$ cat src/rtl/viterbi_pkg.sv
// Shared types and constants for the K=3, rate-1/2 Viterbi decoder.
//   vit_ctrl_state_t : frame sequencer state encoding
//   VIT_K            : constraint length
//   VIT_NUM_STATES   : trellis states (2**(K-1))
//   VIT_FRAME_LEN    : default symbols per frame, tail included
package viterbi_pkg;

    localparam int unsigned VIT_K          = 3;
    localparam int unsigned VIT_NUM_STATES = 2 ** (VIT_K - 1);
    localparam int unsigned VIT_FRAME_LEN  = 15;

    typedef enum logic [2:0] {
        IDLE    = 3'd0,
        ACS     = 3'd1,
        TB_WAIT = 3'd2,
        TRACE   = 3'd3,
        DONE    = 3'd4
    } vit_ctrl_state_t;

endpackage

$ cat src/rtl/viterbi_frame_ctrl.sv
// Frame sequencer for the Viterbi ACS / survivor-memory / traceback datapath.
// Accepts one FRAME_LEN-symbol frame per start pulse, strobes one ACS step and
// one survivor write per accepted symbol, then sweeps the survivor memory
// backwards for traceback and pulses frame_done.
// Ports:
//   clk, rst          : clock, synchronous active-high reset
//   start             : frame start, honoured in IDLE only
//   sym_valid/ready   : symbol handshake (ready only while collecting symbols)
//   pm_msb            : any path metric has reached its MSB
//   tb_ready          : traceback unit can take a read this cycle
//   acs_en/acs_init/pm_norm/tail_sym : per-symbol ACS controls
//   surv_we/surv_addr : survivor write strobe and address (symbol index)
//   tb_rd_en/tb_addr/tb_last : traceback read strobe, address, final read
//   busy, frame_done  : status
module viterbi_frame_ctrl
    import viterbi_pkg::*;
#(
    parameter  int unsigned FRAME_LEN = VIT_FRAME_LEN,
    parameter  int unsigned K         = VIT_K,
    localparam int unsigned AW        = $clog2(FRAME_LEN)
) (
    input  logic          clk,
    input  logic          rst,
    input  logic          start,
    input  logic          sym_valid,
    output logic          sym_ready,
    input  logic          pm_msb,
    input  logic          tb_ready,
    output logic          acs_en,
    output logic          acs_init,
    output logic          pm_norm,
    output logic          tail_sym,
    output logic          surv_we,
    output logic [AW-1:0] surv_addr,
    output logic          tb_rd_en,
    output logic [AW-1:0] tb_addr,
    output logic          tb_last,
    output logic          busy,
    output logic          frame_done
);

    localparam logic [AW-1:0] LAST_IDX   = AW'(FRAME_LEN - 1);
    localparam logic [AW-1:0] TAIL_START = AW'(FRAME_LEN - (K - 1));

    vit_ctrl_state_t state_q, state_d;
    logic [AW-1:0]   sym_cnt_q, sym_cnt_d;
    logic [AW-1:0]   tb_cnt_q, tb_cnt_d;
    logic            norm_pend_q, norm_pend_d;
    logic            accept;

    // State and counter registers
    always_ff @(posedge clk) begin
        if (rst) begin
            state_q     <= IDLE;
            sym_cnt_q   <= '0;
            tb_cnt_q    <= '0;
            norm_pend_q <= 1'b0;
        end else begin
            state_q     <= state_d;
            sym_cnt_q   <= sym_cnt_d;
            tb_cnt_q    <= tb_cnt_d;
            norm_pend_q <= norm_pend_d;
        end
    end

    // Next-state and output decode; ACS strobes follow the handshake in-cycle
    always_comb begin
        state_d     = state_q;
        sym_cnt_d   = sym_cnt_q;
        tb_cnt_d    = tb_cnt_q;
        norm_pend_d = norm_pend_q;
        accept      = 1'b0;
        sym_ready   = 1'b0;
        acs_en      = 1'b0;
        acs_init    = 1'b0;
        pm_norm     = 1'b0;
        tail_sym    = 1'b0;
        surv_we     = 1'b0;
        surv_addr   = '0;
        tb_rd_en    = 1'b0;
        tb_addr     = '0;
        tb_last     = 1'b0;
        frame_done  = 1'b0;
        busy        = (state_q != IDLE);

        case (state_q)
            IDLE: begin
                if (start) begin
                    state_d     = ACS;
                    sym_cnt_d   = '0;
                    norm_pend_d = 1'b0;
                end
            end

            ACS: begin
                sym_ready = 1'b1;
                accept    = sym_valid;
                acs_en    = accept;
                surv_we   = accept;
                surv_addr = sym_cnt_q;
                acs_init  = accept && (sym_cnt_q == '0);
                tail_sym  = accept && (sym_cnt_q >= TAIL_START);
                // The init step loads fresh metrics, so a pending norm waits for the next symbol
                pm_norm   = accept && norm_pend_q && !acs_init;

                // Clear wins: metrics being normalised now already absorb the overflow
                if (pm_norm) begin
                    norm_pend_d = 1'b0;
                end else if (pm_msb) begin
                    norm_pend_d = 1'b1;
                end

                if (accept) begin
                    sym_cnt_d = sym_cnt_q + AW'(1);
                    if (sym_cnt_q == LAST_IDX) begin
                        state_d = TB_WAIT;
                    end
                end
            end

            // One bubble so the final survivor write lands before traceback reads it
            TB_WAIT: begin
                state_d  = TRACE;
                tb_cnt_d = LAST_IDX;
            end

            TRACE: begin
                tb_rd_en = tb_ready;
                tb_addr  = tb_cnt_q;
                if (tb_ready) begin
                    if (tb_cnt_q == '0) begin
                        tb_last = 1'b1;
                        state_d = DONE;
                    end else begin
                        tb_cnt_d = tb_cnt_q - AW'(1);
                    end
                end
            end

            DONE: begin
                frame_done = 1'b1;
                state_d    = IDLE;
            end

            default: begin
                state_d = IDLE;
            end
        endcase
    end

endmodule
$ cat config.mk
export PLATFORM = sky130hd
export DESIGN_NAME = viterbi_frame_ctrl
export DESIGN_NICKNAME = d
export VERILOG_FILES = /design/src/rtl/viterbi_pkg.sv /design/src/rtl/viterbi_frame_ctrl.sv
export SDC_FILE = /design/constraint.sdc
export NUM_CORES = 1
export LEC_CHECK = 0
export ABC_AREA = 1
export CORE_MARGIN = 2
export CORE_UTILIZATION = 46
export CTS_CLUSTER_DIAMETER = 80
export DETAILED_ROUTE_END_ITERATION = 8
export GPL_TIMING_DRIVEN = 0
export PLACE_DENSITY = 0.76
export SLEW_MARGIN = 0
export SYNTH_ARGS = -nofsm -noshare
export SYNTH_HDL_FRONTEND = slang
export SYNTH_SLANG_ARGS = --single-unit
$ cat constraint.sdc
create_clock -name clk -period 1.7 [get_ports clk]
set_input_delay 0.255 -clock clk [delete_from_list [all_inputs] [get_ports clk]]
set_output_delay 0.255 -clock clk [all_outputs]
set_load 0.05 [all_outputs]
==> results by group, run 1 <==
Power and ir drop
  – VDD IR max: 0.000683 V
  – Pwr Density: 1430 mW/mm²
  – Static leakage: between 0.0006 and 0.0007 µW
  – Pwr Total: roughly 2000 µW

Run
  – # Max-Cap Violations: 0

Synthesis
  – Post-synthesis cell type with the largest combined area: dfxtp_1
  – Syn Nets: about 140
  – Post-synthesis sequential area ratio: between 20% and 30%
  – FF+latch count, synth: 12
  – Post-synthesis mux area share: 0%
  – Top-area cell type share of the netlist area: 28.0%
  – Yosys Warn Count: 0
  – Distinct cells, synth: 23
  – Adder-cell share of the synthesized area: 7.30%
  – Post-synthesis simple-gate area fraction: 42.6%
  – Compound-cell area share of the yosys netlist: 8.18%
  – Synth area leaders: dfxtp_1, nand2_1, inv_1
  – Cell Area, Synth: 857 µm²
  – Mapped Cells: 131
  – Main combinational cell family by area after synthesis: simple AND/OR/NAND/NOR gates
  – Post-Synth XOR/XNOR Area: around 2.0%
  – Mean Syn Cell Area: 6.54 µm²

Die
  – Io pins: 24
  – Row count: 15
  – Die area: around 0.0022 mm²
  – Die width: 47.2 µm
  – Initial Utilization: 49.1%
  – Core area: 0.00175 mm²
  – Chip height: 47.2 µm

CTS
  – # hold bufs at CTS: 0
  – Clock Sinks: 12
  – H-tree depth: 1
  – CTS clk-pin slew, worst paths: 0.09 ns
  – Worst-Skew Late Latency: 0.28 ns
  – CTS tree: yes
  – Clock Tree Root: clkbuf_4
  – Cts bufs inserted: 3
  – Clk buf depth: 2

Route
  – Routed len/inst: ~13 µm
  – Post-route ant nets: 0
  – Number of remaining DRC errors: 0
  – Via-to-Cell Ratio: 5.21
  – Vias post-DR: 1041
  – Final wirelength: 2640 µm
  – TritonRoute pass-1 iters: 4
  – Initial drt markers: 26

Hold path
  – Hold Crit Class: in -> reg
  – WHS Path Cells: 2

Placement
  – Area after DPL: 0.00113 mm²
  – Gp weighted congestion: 0.863
  – Dpl hpwl: 1560 µm
  – I/O Buffers: 22

STA
  – Final-report hold violation count: 0
  – Worst setup margin: -0.0953 ns
  – Max-Slew Margin vs Limit: roughly 74%
  – Clk_skew: roughly 0.012 ns
  – Fmax: around 0.56 GHz
  – Setup violators final: 2
  – Crit path time final: 1.80 ns
  – Worst-Margin Slew: 0.390 ns
  – RSZ-0062 raised after global routing: true
  – Final slew viol count: 0
  – Period utilisation layout: 106%

Critical path
  – Crit path required time: around 1.4 ns
  – Critical path peak fanout: 5
  – Setup CP Type: reg -> out
  – Reg2reg path depth: 8
  – Nature of the critical path endpoint: output port
  – WP data arrival: about 1.5 ns
  – Critical path launch point type: flop

Outcome
  – Failing checks: negative setup slack
  – Status: finished, violations left

Finish
  – Diode count: 0
  – Synthesis-to-layout area growth: 59.9%
  – Nets: 187
  – Finished Cell Area: 0.00137 mm²
  – Share of cells above drive strength 1: 46.9%

GRT
  – First-pass GRT wire length: 3220 µm
  – All-Layer GR Usage: between 20% and 30%
  – Initial antenna violation count: 0
  – Total grt overflow: 0
  – Vias in the first global route: 756
  – Largest net degree at the start of global routing: 11
Yosys cell counts, drive strengths merged:
library cell / number
o31ai: 1
dfxtp: 12
o21ai: 2
o211ai: 1
nand3: 16
nor2: 24
nand2: 30
xor2: 2
or2: 1
buf: 3
a21oi: 9
nand4: 1
inv: 22
nor3: 2
ha: 5
per-stage QoR:
stage / worst slack (ns) / std cells / hold WS [ns] / utilization (%) / setup TNS, ns
after floorplan: -0.170 / 131 / 0.441 / - / -0.242
after global placement: -0.751 / 178 / 0.452 / 64.5 / -5.06
after detailed placement: -0.782 / 178 / 0.456 / 64.5 / -5.38
after CTS: -0.106 / 190 / 0.341 / 70.3 / -0.172
after global routing: -0.147 / 200 / 0.412 / 78.5 / -0.262
final: -0.0953 / 200 / 0.347 / 78.5 / -0.123
logic make-up after synthesis:
kind of cell               count (synthesis)
AOI/OAI and AO/OA                         13
xor gates and xnor gates                   2
adders and majority gates                  5
buffers and inverters                     25
DFF                                       12
and+or+nand+nor                           74
power breakdown:
group	leakage, µW	internal [µW]	switching (µW)	total [µW]
clock network	0.0000210	130	107	237
logic	0.000554	490	815	1310
registers	0.000101	354	68.4	422
total	0.000676	974	990	1960
registers in the layout (all words and copies together), names as in the netlist:
name	flops
tb_cnt_q	4
norm_pend_q	1
sym_cnt_q	4
state_q	3
path summary, 6_finish.rpt:
check | endpoint | slack (ns) | start
max | tb_last | -0.1 | state_q[2]
min | tb_cnt_q[2] | 0.35 | rst
min reg2reg | tb_cnt_q[0] | 0.47 | tb_cnt_q[0]
max reg2reg | tb_cnt_q[3] | 0.25 | state_q[2]
routing by layer:
layer / vias up / track usage (%) / part of all wire, %
met3: 20 / 3.46 / 4.7
met1: 476 / 25.1 / 43
met2: 45 / 34.8 / 49
met4: 0 / 10.0 / 3.2
met5: - / 0 / 0
li1: 500 / - / -
layout make-up:
class / instances / area, µm²
plain buffers: 3 / 26.3
clock buffers: 4 / 36.3
fillers: 121 / 375
inverters: 22 / 87.6
multi-input cells: 95 / 607
flip-flops and latches: 12 / 256
well taps: 25 / 31.3
repair buffers: 39 / 325
timing repair:
action | CTS | global route
gates cloned | 0 | 1
setup endpoints to repair | 18 | 16
buffers inserted | 8 | 9
gates resized for setup | 95 | 51
pin swaps | 7 | 12
worst max-delay path, stage by stage, from the launching register on:
cell and delay, ns:
dfxtp_4 0.37, nor2_4 0.20, buf_4 0.17, nand3_2 0.10, nand2_2 0.11, nor2_4 0.05
nand2_2 0.08, nor2_2 0.05, buf_6 0.14
cell usage in the layout, fill, tap and decap left out, types with 2 or more instances in the layout:
master           instances
nand2_1                 22
buf_4                   20
nor2_1                  17
inv_1                   15
nand3_1                 10
a21oi_1                  9
buf_6                    8
nand2_2                  8
dfxtp_1                  7
nand3_2                  6
inv_2                    5
nor2_4                   5
buf_2                    5
dfxtp_4                  4
clkbuf_4                 3
clkdlybuf4s50_1          3
inv_4                    2
nor2_2                   2
xor2_1                   2
ha_4                     2
ha_1                     2
buf_8                    2
clkbuf_2                 2
Power figures use the tool's default switching activity.
==> inputs of run 2 (changes only) <==
ABC_AREA = 0   (was 1)
==> run 2 against run 1 <==
The flow still finishes with violations (negative setup slack). Clock-buffer cell count decreased by 1. Synthesized area fell by 0.15%. Clock power down 27%. Setup slack better by 0.095 ns. Critical path depth shrank 3. Sequential share of layout area is 1.2 points higher. Fmax grew 5.6%. Global-route usage increased by 2.3 points. Largest cell class unchanged. Clock skew decreased by 0.011 ns.
==> results by group, run 2 <==
Outcome
  – Status: finished, violations left
  – Failing checks: negative setup slack

Power and ir drop
  – Static leakage: 0.000562 µW (-17%)
  – VDD IR max: 0.000382 V (-44%)
  – Pwr Density: 482 mW/mm² (-66%)

STA
  – Crit path time final: 1.70 ns (-0.0946 ns)
  – Clk_skew: 0.000432 ns (-0.0113 ns)
  – Max-Slew Margin vs Limit: 71.6% (-2.4 points)
  – Period utilisation layout: 100% (-5.6 points)
  – Worst-Margin Slew: 0.415 ns (+0.0247 ns)
  – RSZ-0062 raised after global routing: true
  – Setup violators final: 1 (-1)
  – Fmax: 0.588 GHz (+5.6%)
  – Worst setup margin: -0.000732 ns (+0.0946 ns)
  – Final-report hold violation count: 0 (unchanged)
  – Final slew viol count: 0 (unchanged)

GRT
  – Total grt overflow: 0 (unchanged)
  – Initial antenna violation count: 0 (unchanged)
  – Largest net degree at the start of global routing: 11 (unchanged)
  – Vias in the first global route: 836 (+11%)
  – All-Layer GR Usage: 22.8% (+2.3 points)
  – First-pass GRT wire length: 3550 µm (+10%)

Synthesis
  – Post-synthesis sequential area ratio: 28.1% (+0.041 points)
  – Syn Nets: 118 (-17%)
  – Top-area cell type share of the netlist area: 28.1% (+0.041 points)
  – Post-synth EDFFs: 0 (unchanged)
  – Mean Syn Cell Area: 8.00 µm² (+22%)
  – Yosys Warn Count: 0 (unchanged)
  – Most frequent cell after synthesis: dfxtp_1
  – Mapped Cells: 107 (-18%)
  – Commonest cells in the netlist: dfxtp_1, inv_1, nor2_1
  – Top FF cell, synth: dfxtp_1
  – Cell Area, Synth: 856 µm² (-0.15%)
  – Distinct cells, synth: 42 (+83%)
  – FF+latch count, synth: 12 (unchanged)
  – Ys async rst share: 0% (unchanged)
  – Post-synthesis cell type with the largest combined area: dfxtp_1
  – Synth area leaders: dfxtp_1, ha_1, inv_1

Critical path
  – WP data arrival: 1.45 ns (-0.09 ns)
  – Worst path cell trace: inv_2, ha_4, or3b_4, nor2_4, buf_6
  – Top delay family on crit path: simple AND/OR/NAND/NOR gates
  – Crit path required time: 1.44 ns (about the same)
  – Worst Path Buf+Inv: 2 (unchanged)
  – Nature of the critical path endpoint: output port
  – Critical path's largest stage delay: 0.40 ns (+0.03 ns)
  – Critical path peak fanout: 2 (-3)
  – Setup CP Type: reg -> out
  – CP max stage cell: or3b_4
  – Critical path launch point type: flop

Route
  – Post-route ant nets: 0 (unchanged)
  – TritonRoute pass-1 iters: 4 (unchanged)
  – Top Layer Used: met4
  – Routed len/inst: 14.2 µm (+7.9%)
  – Initial drt markers: 26 (unchanged)
  – Met2 WL post-DR: 1130 µm (-12%)
  – Number of remaining DRC errors: 0 (unchanged)
  – Met1 Wirelength: 1140 µm (about the same)
  – Vias post-DR: 943 (-9.4%)
  – Final wirelength: 2400 µm (-8.8%)
  – Via-to-Cell Ratio: 5.58 (+7.2%)
  – WL met3: 123 µm (-1.6%)

CTS
  – Clock Sinks: 12 (unchanged)
  – CTS clk-pin slew, worst paths: 0.07 ns (-0.02 ns)
  – H-tree depth: 1 (unchanged)
  – Clk buf depth: 2 (unchanged)
  – CTS tree: yes
  – Worst-Skew Late Latency: 0.27 ns (about the same)
  – Cts bufs inserted: 3 (unchanged)
  – Clock Tree Root: clkbuf_4
  – # hold bufs at CTS: 0 (unchanged)

Finish
  – Final cell count without fillers: 169 (-16%)
  – Diode count: 0 (unchanged)
  – Share of cells above drive strength 1: 43.1% (-3.8 points)
  – Finished Cell Area: 0.00127 mm² (-7.2%)
  – Most common cell after layout, fill and taps aside: buf_4
  – Nets: 157 (-16%)
  – Synthesis-to-layout area growth: 48.5%
  – Largest registers: sym_cnt_q x4, tb_cnt_q x4, state_q x3
  – Most frequent cells in the layout: buf_4, buf_2, nor2_1, clkbuf_4

Die
  – Io pins: 24 (unchanged)
  – Die width: 47.1 µm (about the same)
  – Core area: 0.00175 mm² (unchanged)
  – Die area: 0.00222 mm² (-0.13%)
  – Chip height: 47.1 µm (about the same)
  – Initial Utilization: 49.0% (-0.072 points)
  – Row count: 15 (unchanged)

Run
  – # Max-Cap Violations: 0 (unchanged)

Placement
  – Placed Cells: 155 (-13%)
  – Gp weighted congestion: 0.766 (-11%)
  – Area after DPL: 0.00113 mm² (+0.56%)
  – Dpl hpwl: 1620 µm (+3.5%)
  – I/O Buffers: 23 (+4.5%)

Hold path
  – Hold Crit Class: reg -> reg
[run 2: cell type report]
cell class / instances / area, µm²
inverter: 11 / 41.3
clock buffer: 3 / 22.5
tap: 25 / 31.3
fill: 144 / 474
buffer: 5 / 37.5
sequential: 12 / 253
timing repair buffer: 36 / 285
multi-input combinational: 77 / 601
[run 2: per-layer routing]
layer	global-route usage, %	up-vias
li1	-	467
met2	38.1	31
met4	5.56	0
met5	0	-
met1	28.6	443
met3	7.31	2
[run 2: path summary, 6_finish.rpt]
| kind | from | end | slack (ns) | cells after the start |
|---|---|---|---|---|
| min reg2reg | norm_pend_q | norm_pend_q | 0.50 | 2 |
| max | tb_cnt_q[1] | tb_last | -0.0007 | 5 |
| max reg2reg | sym_cnt_q[1] | norm_pend_q | 0.09 | 8 |
| min | norm_pend_q | norm_pend_q | 0.50 | 2 |
[run 2: logic make-up after synthesis]
family / Yosys count / synth area share [%]
buf+inv: 18 / 9.65
flops: 12 / 28.1
mux: 1 / 1.17
simple gates: 45 / 31.6
fa+ha+maj: 5 / 7.31
compound gates: 26 / 22.2
[run 2: power breakdown]
part           leakage (µW)  total [µW]  switching (µW)  internal, µW
sequential         0.000101         288            3.91           284
combinational      0.000447         150            88.9          61.4
clock             0.0000138         174            92.1          81.9
total              0.000562         612             185           427
[run 2: what timing repair did]
action	4_1_cts	5_1_grt
gates resized for setup	116	18
pin swaps	3	1
setup buffers	8	5
endpoints found under the setup margin	18	17
[run 2: per-stage QoR]
step	setup TNS [ns]	total power [µW]	setup WS, ns	utilization [%]	hold slack (ns)
final	-0.000732	612	-0.000732	72.8	0.497
after global routing	-0.0533	635	-0.0513	72.8	0.525
after CTS	-0.0754	603	-0.0754	69.8	0.498
after detailed placement	-7.19	424	-0.702	64.9	0.481
after global placement	-6.78	421	-0.685	64.9	0.470
after floorplan	0	379	0.0622	-	0.438
[run 2: worst min-delay path, stage by stage, from the launching register on]
cell and delay (ns):
dfxtp_1 0.33, inv_1 0.05, a221oi_1 0.06
==> inputs of run 3 (changes only) <==
MAX_ROUTING_LAYER = met4   (was default)
==> run 3 against run 2 <==
The run still ends with negative setup slack left. Fmax about the same. Cell count did not move. Hold slack about the same. Setup slack is essentially flat. Global-route usage increased by 0.74 points. Register-to-register slack about the same. Non-clock buffer count stayed put. Critical endpoint unchanged.
==> results by group, run 3 (synthesized netlist as in run 2, its figures left out) <==
Route
  – TritonRoute pass-1 iters: 4 (unchanged)
  – Number of remaining DRC errors: 0 (unchanged)
  – Initial drt markers: 26 (unchanged)
  – Final wirelength: 2410 µm (about the same)
  – Via-to-Cell Ratio: 5.60 (+0.32%)
  – Vias post-DR: 946 (+0.32%)
  – Routed len/inst: 14.2 µm (about the same)
  – Post-route ant nets: 0 (unchanged)

GRT
  – Grt met1 use: 28.6% (unchanged)
  – All-Layer GR Usage: 23.6% (+0.74 points)
  – Initial antenna violation count: 0 (unchanged)
  – GRT busiest layer: met2
  – Met3 GRT Util: 7.31% (unchanged)
  – First-pass GRT wire length: 3550 µm (+0.20%)
  – Vias in the first global route: 835 (-0.12%)
  – Largest net degree at the start of global routing: 11 (unchanged)
  – Met2 usage: 38.1% (unchanged)
  – Total grt overflow: 0 (unchanged)

Placement
  – Dpl hpwl: 1620 µm (unchanged)
  – Gp weighted congestion: 0.776 (+1.3%)
  – I/O Buffers: 23 (unchanged)
  – Placed Cells: 155 (unchanged)

Power and ir drop
  – VDD IR max: 0.000382 V (about the same)
  – Pwr Total: 613 µW (about the same)
  – Static leakage: 0.000562 µW (unchanged)
  – Pwr Density: 482 mW/mm² (about the same)

Critical path
  – Critical path peak fanout: 2 (unchanged)
  – Setup CP Type: reg -> out
  – Nature of the critical path endpoint: output port
  – WP data arrival: 1.45 ns (about the same)
  – Crit path required time: 1.44 ns (about the same)
  – Critical path launch point type: flop

CTS
  – Clock Tree Root: clkbuf_4
  – Cts bufs inserted: 3 (unchanged)
  – Worst-Skew Late Latency: 0.27 ns (about the same)
  – CTS tree: yes
  – # hold bufs at CTS: 0 (unchanged)
  – CTS clk-pin slew, worst paths: 0.07 ns (about the same)
  – H-tree depth: 1 (unchanged)
  – Clk buf depth: 2 (unchanged)
  – Clock Sinks: 12 (unchanged)

Finish
  – Largest registers: sym_cnt_q x4, tb_cnt_q x4, state_q x3
  – Share of cells above drive strength 1: 43.1% (unchanged)
  – Final cell count without fillers: 169 (unchanged)
  – Nets: 157 (unchanged)
  – Diode count: 0 (unchanged)
  – Most frequent cells in the layout: buf_4, buf_2, nor2_1, clkbuf_4
  – Most common cell after layout, fill and taps aside: buf_4
  – Synthesis-to-layout area growth: 48.5% (unchanged)

STA
  – RSZ-0062 raised after global routing: true
  – Period utilisation layout: 100% (about the same)
  – Setup violators final: 1 (unchanged)
  – Worst setup margin: -0.000655 ns (+0.0000770 ns)
  – Clk_skew: 0.00131 ns (+0.000877 ns)
  – Crit path time final: 1.70 ns (-0.0000770 ns)
  – Final-report hold violation count: 0 (unchanged)
  – Max-Slew Margin vs Limit: 71.7% (+0.14 points)
  – Fmax: 0.588 GHz (about the same)
  – Worst-Margin Slew: 0.413 ns (-0.00206 ns)
  – Final slew viol count: 0 (unchanged)

Outcome
  – Status: finished, violations left
  – Failing checks: negative setup slack

Run
  – # Max-Cap Violations: 0 (unchanged)

Die
  – Chip height: 47.1 µm (unchanged)
  – Core area: 0.00175 mm² (unchanged)
  – Die width: 47.1 µm (unchanged)
  – Io pins: 24 (unchanged)
  – Row count: 15 (unchanged)
  – Initial Utilization: 49.0% (unchanged)
  – Die area: 0.00222 mm² (unchanged)

Hold path
  – Hold Crit Class: reg -> reg
==> run 3: cell counts in the layout (fill, tap and decap cells not counted) <==
Identical to the previous run, type by type.
==> run 3: area by class of cell <==
| cell class | count | area, µm² |
|---|---|---|
| buffer | 5 | 37.5 |
| multi-input combinational | 77 | 601 |
| tap | 25 | 31.3 |
| inverter | 11 | 41.3 |
| sequential | 12 | 253 |
| clock buffer | 3 | 22.5 |
| timing repair buffer | 36 | 285 |
| fill | 144 | 474 |
==> run 3: timing repair <==
| action | CTS | global route |
|---|---|---|
| setup buffers | 8 | 5 |
| endpoints found under the setup margin | 18 | 17 |
| gates resized for setup | 116 | 18 |
| pin swaps | 3 | 1 |
==> run 3: critical path, stage by stage, from the launching register on <==
cell and delay, ns:
dfxtp_2 0.32, inv_2 0.07, ha_4 0.13, or3b_4 0.40, nor2_4 0.09, buf_6 0.16
==> run 3: per-layer routing <==
layer	part of all wire, %	wire (µm)
met4	0.54	13
met5	0	0
met1	47	1120
met3	5.9	142
met2	47	1130
==> run 3: per-stage QoR <==
stage | area (µm²) | utilization, % | setup TNS, ns | setup WS, ns | hold slack (ns)
detailed placement | 1130 | 64.9 | -7.19 | -0.702 | 0.481
floorplan | 871 | - | 0 | 0.0622 | 0.438
finish | 1270 | 72.8 | -0.000655 | -0.000655 | 0.497
global route | 1270 | 72.8 | -0.0533 | -0.0513 | 0.525
global placement | 1130 | 64.9 | -6.78 | -0.685 | 0.470
CTS | 1220 | 69.8 | -0.0754 | -0.0754 | 0.498
==> run 3: power breakdown <==
part           internal (µW)  total (µW)  switching, µW
Sequential               284         288           3.92
Clock                   81.9         175           92.9
Combinational           61.3         150           88.8
Total                    427         613            186
==> run 3: worst paths after layout <==
check,depth (start not counted),slack [ns],startpoint,endpoint
worst max register to register,8,0.08,sym_cnt_q[1],norm_pend_q
worst min register to register,2,0.50,norm_pend_q,norm_pend_q
worst max-delay path,5,-0.0007,tb_cnt_q[1],tb_last
worst min-delay path,2,0.50,norm_pend_q,norm_pend_q
